### src/rtl/dmem_port_arbiter_pkg.sv
// Shared encodings for the data-memory port arbiter: FSM states and owner tags.
// Latency: n/a (types and constants only).
// Backpressure: n/a.
package dmem_port_arbiter_pkg;

    // Arbitration mode: free arbitration, or port held by a locked DBG burst
    typedef enum logic {
        ST_ARB      = 1'b0,
        ST_DBG_LOCK = 1'b1
    } arb_state_t;

    // Owner tag carried alongside an in-flight load to route its response
    localparam logic OWN_CPU = 1'b0;
    localparam logic OWN_DBG = 1'b1;

endpackage

### src/rtl/dmem_arb_pick.sv
// Grant selection between CPU and DBG from requests, FSM state, starvation force and last winner.
// Latency: purely combinational, same-cycle grants.
// Backpressure: a requester without a grant must hold its request; at most one grant per cycle.
// Config: DMEM_ARB_RR_EN selects round-robin on contention instead of CPU-first.
module dmem_arb_pick
    import dmem_port_arbiter_pkg::*;
(
    input  logic       cpu_req,
    input  logic       dbg_req,
    input  arb_state_t state,
    input  logic       force_dbg,
`ifdef DMEM_ARB_RR_EN
    input  logic       last,
`endif
    output logic       cpu_gnt,
    output logic       dbg_gnt
);

    logic cpu_first;

    // Decide who wins on contention: fixed CPU priority, or whoever did not win last time
    always_comb begin
`ifdef DMEM_ARB_RR_EN
        cpu_first = (last == OWN_DBG);
`else
        cpu_first = 1'b1;
`endif
    end

    // Grant generation; force_dbg overrides the contention rule, a locked burst excludes the CPU
    always_comb begin
        cpu_gnt = 1'b0;
        dbg_gnt = 1'b0;
        case (state)
            ST_ARB: begin
                cpu_gnt = cpu_req & ~force_dbg & (~dbg_req | cpu_first);
                dbg_gnt = dbg_req & (force_dbg | ~cpu_req | ~cpu_first);
            end
            ST_DBG_LOCK: begin
                dbg_gnt = dbg_req;
            end
            default: begin
                cpu_gnt = 1'b0;
                dbg_gnt = 1'b0;
            end
        endcase
    end

endmodule

### src/rtl/dmem_port_arbiter.sv
// Shares one single-port data memory between the CPU MEM stage and a DBG/loader port.
// Latency: grant same cycle, memory request registered next cycle, load data returned 2 cycles after handshake.
// Backpressure: combinational grant; a losing CPU sees cpu_stall, DBG is forced through after MAX_WAIT losses.
// Config: define DMEM_ARB_RR_EN for round-robin contention resolution (default: CPU over DBG).
module dmem_port_arbiter
    import dmem_port_arbiter_pkg::*;
#(
    parameter int DW       = 32,
    parameter int AW       = 32,
    parameter int MAX_WAIT = 8
) (
    input  logic          clk,
    input  logic          rst_n,
    input  logic          cpu_req,
    input  logic          cpu_we,
    input  logic [AW-1:0] cpu_addr,
    input  logic [DW-1:0] cpu_wdata,
    output logic          cpu_gnt,
    output logic          cpu_stall,
    output logic          cpu_rvalid,
    output logic [DW-1:0] cpu_rdata,
    input  logic          dbg_req,
    input  logic          dbg_we,
    input  logic [AW-1:0] dbg_addr,
    input  logic [DW-1:0] dbg_wdata,
    input  logic          dbg_lock,
    output logic          dbg_gnt,
    output logic          dbg_rvalid,
    output logic [DW-1:0] dbg_rdata,
    output logic          mem_we,
    output logic [AW-1:0] mem_addr,
    output logic [DW-1:0] mem_wdata,
    input  logic [DW-1:0] mem_rdata
);

    localparam int            WW       = $clog2(MAX_WAIT + 1);
    localparam logic [WW-1:0] WAIT_MAX = WW'(MAX_WAIT);

    arb_state_t    state;
    arb_state_t    state_nxt;
    logic [WW-1:0] dbg_wait;
    logic          force_dbg;
    logic          cpu_hs;
    logic          dbg_hs;
    logic          pend_vld;
    logic          pend_own;
`ifdef DMEM_ARB_RR_EN
    logic          last;
`endif

    assign force_dbg = (dbg_wait == WAIT_MAX);
    assign cpu_hs    = cpu_req & cpu_gnt;
    assign dbg_hs    = dbg_req & dbg_gnt;
    assign cpu_stall = cpu_req & ~cpu_gnt;

    dmem_arb_pick u_pick (
        .cpu_req   (cpu_req),
        .dbg_req   (dbg_req),
        .state     (state),
        .force_dbg (force_dbg),
`ifdef DMEM_ARB_RR_EN
        .last      (last),
`endif
        .cpu_gnt   (cpu_gnt),
        .dbg_gnt   (dbg_gnt)
    );

    // FSM state register
    always_ff @(posedge clk or negedge rst_n) begin
        if (!rst_n) state <= ST_ARB;
        else        state <= state_nxt;
    end

    // Lock is taken and released only by DBG handshakes; an idle DBG keeps the lock
    always_comb begin
        state_nxt = state;
        case (state)
            ST_ARB:      if (dbg_hs &&  dbg_lock) state_nxt = ST_DBG_LOCK;
            ST_DBG_LOCK: if (dbg_hs && !dbg_lock) state_nxt = ST_ARB;
            default:     state_nxt = ST_ARB;
        endcase
    end

    // Count cycles a pending DBG request loses in ARB; saturate, clear when DBG is served
    always_ff @(posedge clk or negedge rst_n) begin
        if (!rst_n) begin
            dbg_wait <= '0;
        end else if (dbg_hs) begin
            dbg_wait <= '0;
        end else if ((state == ST_ARB) && dbg_req && !force_dbg) begin
            dbg_wait <= dbg_wait + 1'b1;
        end
    end

`ifdef DMEM_ARB_RR_EN
    // Remember the most recent winner for round-robin contention
    always_ff @(posedge clk or negedge rst_n) begin
        if (!rst_n)      last <= OWN_CPU;
        else if (cpu_hs) last <= OWN_CPU;
        else if (dbg_hs) last <= OWN_DBG;
    end
`endif

    // Register the winning request onto the memory port; idle cycles drop we but hold addr/data
    always_ff @(posedge clk or negedge rst_n) begin
        if (!rst_n) begin
            mem_we    <= 1'b0;
            mem_addr  <= '0;
            mem_wdata <= '0;
            pend_vld  <= 1'b0;
            pend_own  <= OWN_CPU;
        end else begin
            pend_vld <= (cpu_hs & ~cpu_we) | (dbg_hs & ~dbg_we);
            pend_own <= dbg_hs ? OWN_DBG : OWN_CPU;
            if (cpu_hs) begin
                mem_we    <= cpu_we;
                mem_addr  <= cpu_addr;
                mem_wdata <= cpu_wdata;
            end else if (dbg_hs) begin
                mem_we    <= dbg_we;
                mem_addr  <= dbg_addr;
                mem_wdata <= dbg_wdata;
            end else begin
                mem_we    <= 1'b0;
            end
        end
    end

    // Capture load data and pulse rvalid to the owner; rdata holds between responses
    always_ff @(posedge clk or negedge rst_n) begin
        if (!rst_n) begin
            cpu_rvalid <= 1'b0;
            cpu_rdata  <= '0;
            dbg_rvalid <= 1'b0;
            dbg_rdata  <= '0;
        end else begin
            cpu_rvalid <= pend_vld & (pend_own == OWN_CPU);
            dbg_rvalid <= pend_vld & (pend_own == OWN_DBG);
            if (pend_vld && (pend_own == OWN_CPU)) cpu_rdata <= mem_rdata;
            if (pend_vld && (pend_own == OWN_DBG)) dbg_rdata <= mem_rdata;
        end
    end

endmodule

### config.mk
export PLATFORM = sky130hd
export DESIGN_NAME = dmem_port_arbiter
export DESIGN_NICKNAME = d
export VERILOG_FILES = /design/src/rtl/dmem_port_arbiter_pkg.sv /design/src/rtl/dmem_arb_pick.sv /design/src/rtl/dmem_port_arbiter.sv
export SDC_FILE = /design/constraint.sdc
export NUM_CORES = 1
export LEC_CHECK = 0
export BUFFER_PORTS_ARGS = -buffer_cell sky130_fd_sc_hd__buf_2
export CORE_ASPECT_RATIO = 0.5
export CORE_MARGIN = 2
export CORE_UTILIZATION = 40
export CTS_BUF_LIST = sky130_fd_sc_hd__clkbuf_4 sky130_fd_sc_hd__clkbuf_8 sky130_fd_sc_hd__clkbuf_16
export CTS_CLUSTER_DIAMETER = 60
export DETAILED_ROUTE_END_ITERATION = 8
export GPL_ROUTABILITY_DRIVEN = 0
export PLACE_DENSITY = 0.69
export SLEW_MARGIN = 0
export SYNTH_ARGS = -nofsm -noshare
export SYNTH_HDL_FRONTEND = slang
export SYNTH_SLANG_ARGS = --single-unit
export TNS_END_PERCENT = 10
### constraint.sdc
create_clock -name clk -period 1.85 [get_ports clk]
set_input_delay 0.2775 -clock clk [delete_from_list [all_inputs] [get_ports clk]]
set_output_delay 0.2775 -clock clk [all_outputs]
set_load 0.03 [all_outputs]
==> flow_summary.toml <==
[synthesis]
netlist_area_um2 = 6342
ys_warn_count = 0
synth-seq-area-share_pct = 54.45
syn_area_per_cell_um2 = 16.35
ys_types = 21
ys_seq_elements = 138
synth_nets = 557
synth_cells = 388

[power]
ir_drop_uv = 781.7
p_leak_nw = 4.422
p_per_area_nw_per_um2 = 1238
finalPower_w = 0.01081

[worst_hold_path]
min_path_type = "primary input to register"

[drt]
vias = 4262
wl_mm = 14.96
via_per_inst = 4.633
avgRoutedWirePerCell_um = 16.26
drtPass1Iterations = 4
drt_iter0_drc = 149
drc = 0
ant_nets = 0

[critical_path]
end_kind = "output port"
cp_slowest_cell = "dfrtp_1"
reg2regPathDepth = 7
worstSetupStartpoint = "dbg_wait[1]"
ff2ff_setup_slack_ns = 0.11
path_depth = 5
worst-path-buf-inv = 2
critPathRequiredTime_ns = 1.57
crit_path_cell_trace = "inv_2 > ha_4 > a31o_4 > and2_4 > buf_6"
r2r-end = "mem_wdata[14]"
crit_path_end = "dbg_gnt"
cpPeakStageDelay_ns = 0.37
rr_startpoint = "dbg_wait[1]"
path_max_fanout = 5
startpoint_type = "register"
criticalPathCategory = "register to output port"
arrival_ns = 1.52
cp_top_family = "flip-flops"

[global_routing]
antenna_found_initial = 0
first_global_vias = 4663
grt_use_total_pct = 17.65
grt_overflow_total = 0
grt_pass1_wl_mm = 23.30
grt_max_degree = 55

[final_layout]
num_antenna_cells = 0
syn_to_final_growth_pct = 37.60
drive_gt1_share_pct = 76.96
finalNetCount = 872
regArea_um2 = 3453
final_cells = 920
fillers = 1276
multi_input_area_um2 = 2638
post-route-util_pct = 56.47

[placed_design]
placed_cells = 880
hpwl_mm = 11.00
port_buffers = 300

[floorplan]
chipWidth_um = 182.1
start_util_pct = 41.04
die_h_um = 93.04
pin_count = 301
core_um2 = 15450
num_rows = 32
die-area_um2 = 16940

[timing]
fin_crit_sh_pct = 97.24
fin_crit_ns = 1.799
tns_ns = 0
hold_violations = 0
fin_skew_ns = 0.009569
maxSlewViolCount = 0
finalSetupViolations = 0
rsz0062_at_grt = "true"
whs_ns = 0.06344
slew_headroom_pct = 73.08
tightest_slew_ns = 0.4038
fmax_ghz = 0.5559

[cts]
root_buffer = "clkbuf_16"
cts_made_buffers = 17
clock_latency_ns = 0.41
cts_buffer_depth = 2
cts_tree = "done"
cts.sinks = 138
cts.htree.levels = 4
clk_pin_slew_ns = 0.06

[run_status]
status = "complete, no violations"

[run]
drv_cap = 0
## cells in the final DEF, fill, tap and decap left out, types with 2 or more instances in the layout
master,n
inv_1,5
nand2_1,5
mux2_2,125
o22ai_1,2
o21ai_0,2
clkinv_2,4
clkinv_4,3
buf_6,3
nand3_1,2
nand2b_1,2
inv_6,2
mux2_4,67
buf_4,12
and2_4,2
dfrtp_1,138
inv_2,2
mux2i_1,2
bufinv_16,2
buf_2,296
buf_12,8
clkbuf_16,17
clkinvlp_4,3
## what timing repair did
item,CTS,global route
resized for setup,2,10
setup endpoints to repair,3,3
buffers inserted,6,1
hold buffers,1,0
hold endpoints to repair,38,0
pin swaps,1,1
## layout make-up
cell class	count	area share, %
Clock inverter	14	1.677
Timing Repair Buffer	320	20.34
Sequential cell	138	39.57
Inverter	7	0.3011
Tap cell	204	2.925
Multi-Input combinational cell	219	30.22
Clock buffer	18	4.961
## flip-flops by register name, indices dropped and copies added, names as in the netlist, named ones only
signal and flops:
pend_own 1, pend_vld 1, dbg_rdata 32, dbg_wait 4
mem_wdata 32, mem_addr 32, mem_we 1, dbg_rvalid 1
cpu_rdata 32, cpu_rvalid 1
## worst min-delay path by stage
stage / start / endpoint / slack, ns / depth (start not counted)
after floorplan: rst_n / asynchronous set/reset pin / -0.02 / 0
after global placement: rst_n / mem_addr[1] / 0.22 / 1
after detailed placement: rst_n / mem_addr[5] / 0.23 / 1
after CTS: cpu_we / pend_vld / 0.04 / 2
after global routing: cpu_we / pend_vld / 0.06 / 2
final: cpu_we / pend_vld / 0.06 / 2
## cells by family after synthesis
group                      synth area share [%]
DFF                                       54.45
adders and majority gates                0.3945
AOI/OAI and AO/OA                        0.9273
buffers and inverters                     4.360
and+or+nand+nor                           1.499
muxes                                     38.37
## stage by stage
stage	cell area, µm²	setup slack (ns)
2_1_floorplan	6342	0.1815
3_3_place_gp	8053	0.2303
3_5_place_dp	8053	0.2018
4_1_cts	8692	0.0002586
5_1_grt	8727	-0.001345
6_report	8727	0.05106
## per-layer routing
layer	track usage [%]	vias up	wire length, µm
li1	-	2010	-
met1	19.28	2114	5744
met2	33.72	112	8270
met3	3.466	26	540
met4	7.661	0	400
met5	0	-	0
## cells in the mapped netlist
library cell  instances  area [µm²]
nand2b_4              1       13.76
nand3_1               2       10.01
buf_12                7       140.1
mux2_2              125        1408
nand2_1               5       18.77
nand2b_1              2       12.51
o21ai_0               2       10.01
o22ai_1               2       12.51
buf_6                 4       45.04
ha_1                  2       25.02
nor4b_1               1       8.760
a31o_4                1       17.52
dfrtp_1             138        3453
mux2i_1               2       20.02
a311o_1               1       10.01
mux2_4               67        1006
buf_2                13       65.06
o2bb2ai_1             1       8.760
inv_1                 7       26.28
and2_1                3       18.77
nor2b_1               2       12.51
## report_power, final
part / switching (W) / internal [W] / leakage [nW]
sequential: 0.000300 / 0.00365 / 1.63
combinational: 0.00209 / 0.00146 / 2.52
clock: 0.00131 / 0.00200 / 0.280
total: 0.00370 / 0.00711 / 4.42
(Power assumes the default switching activity.)
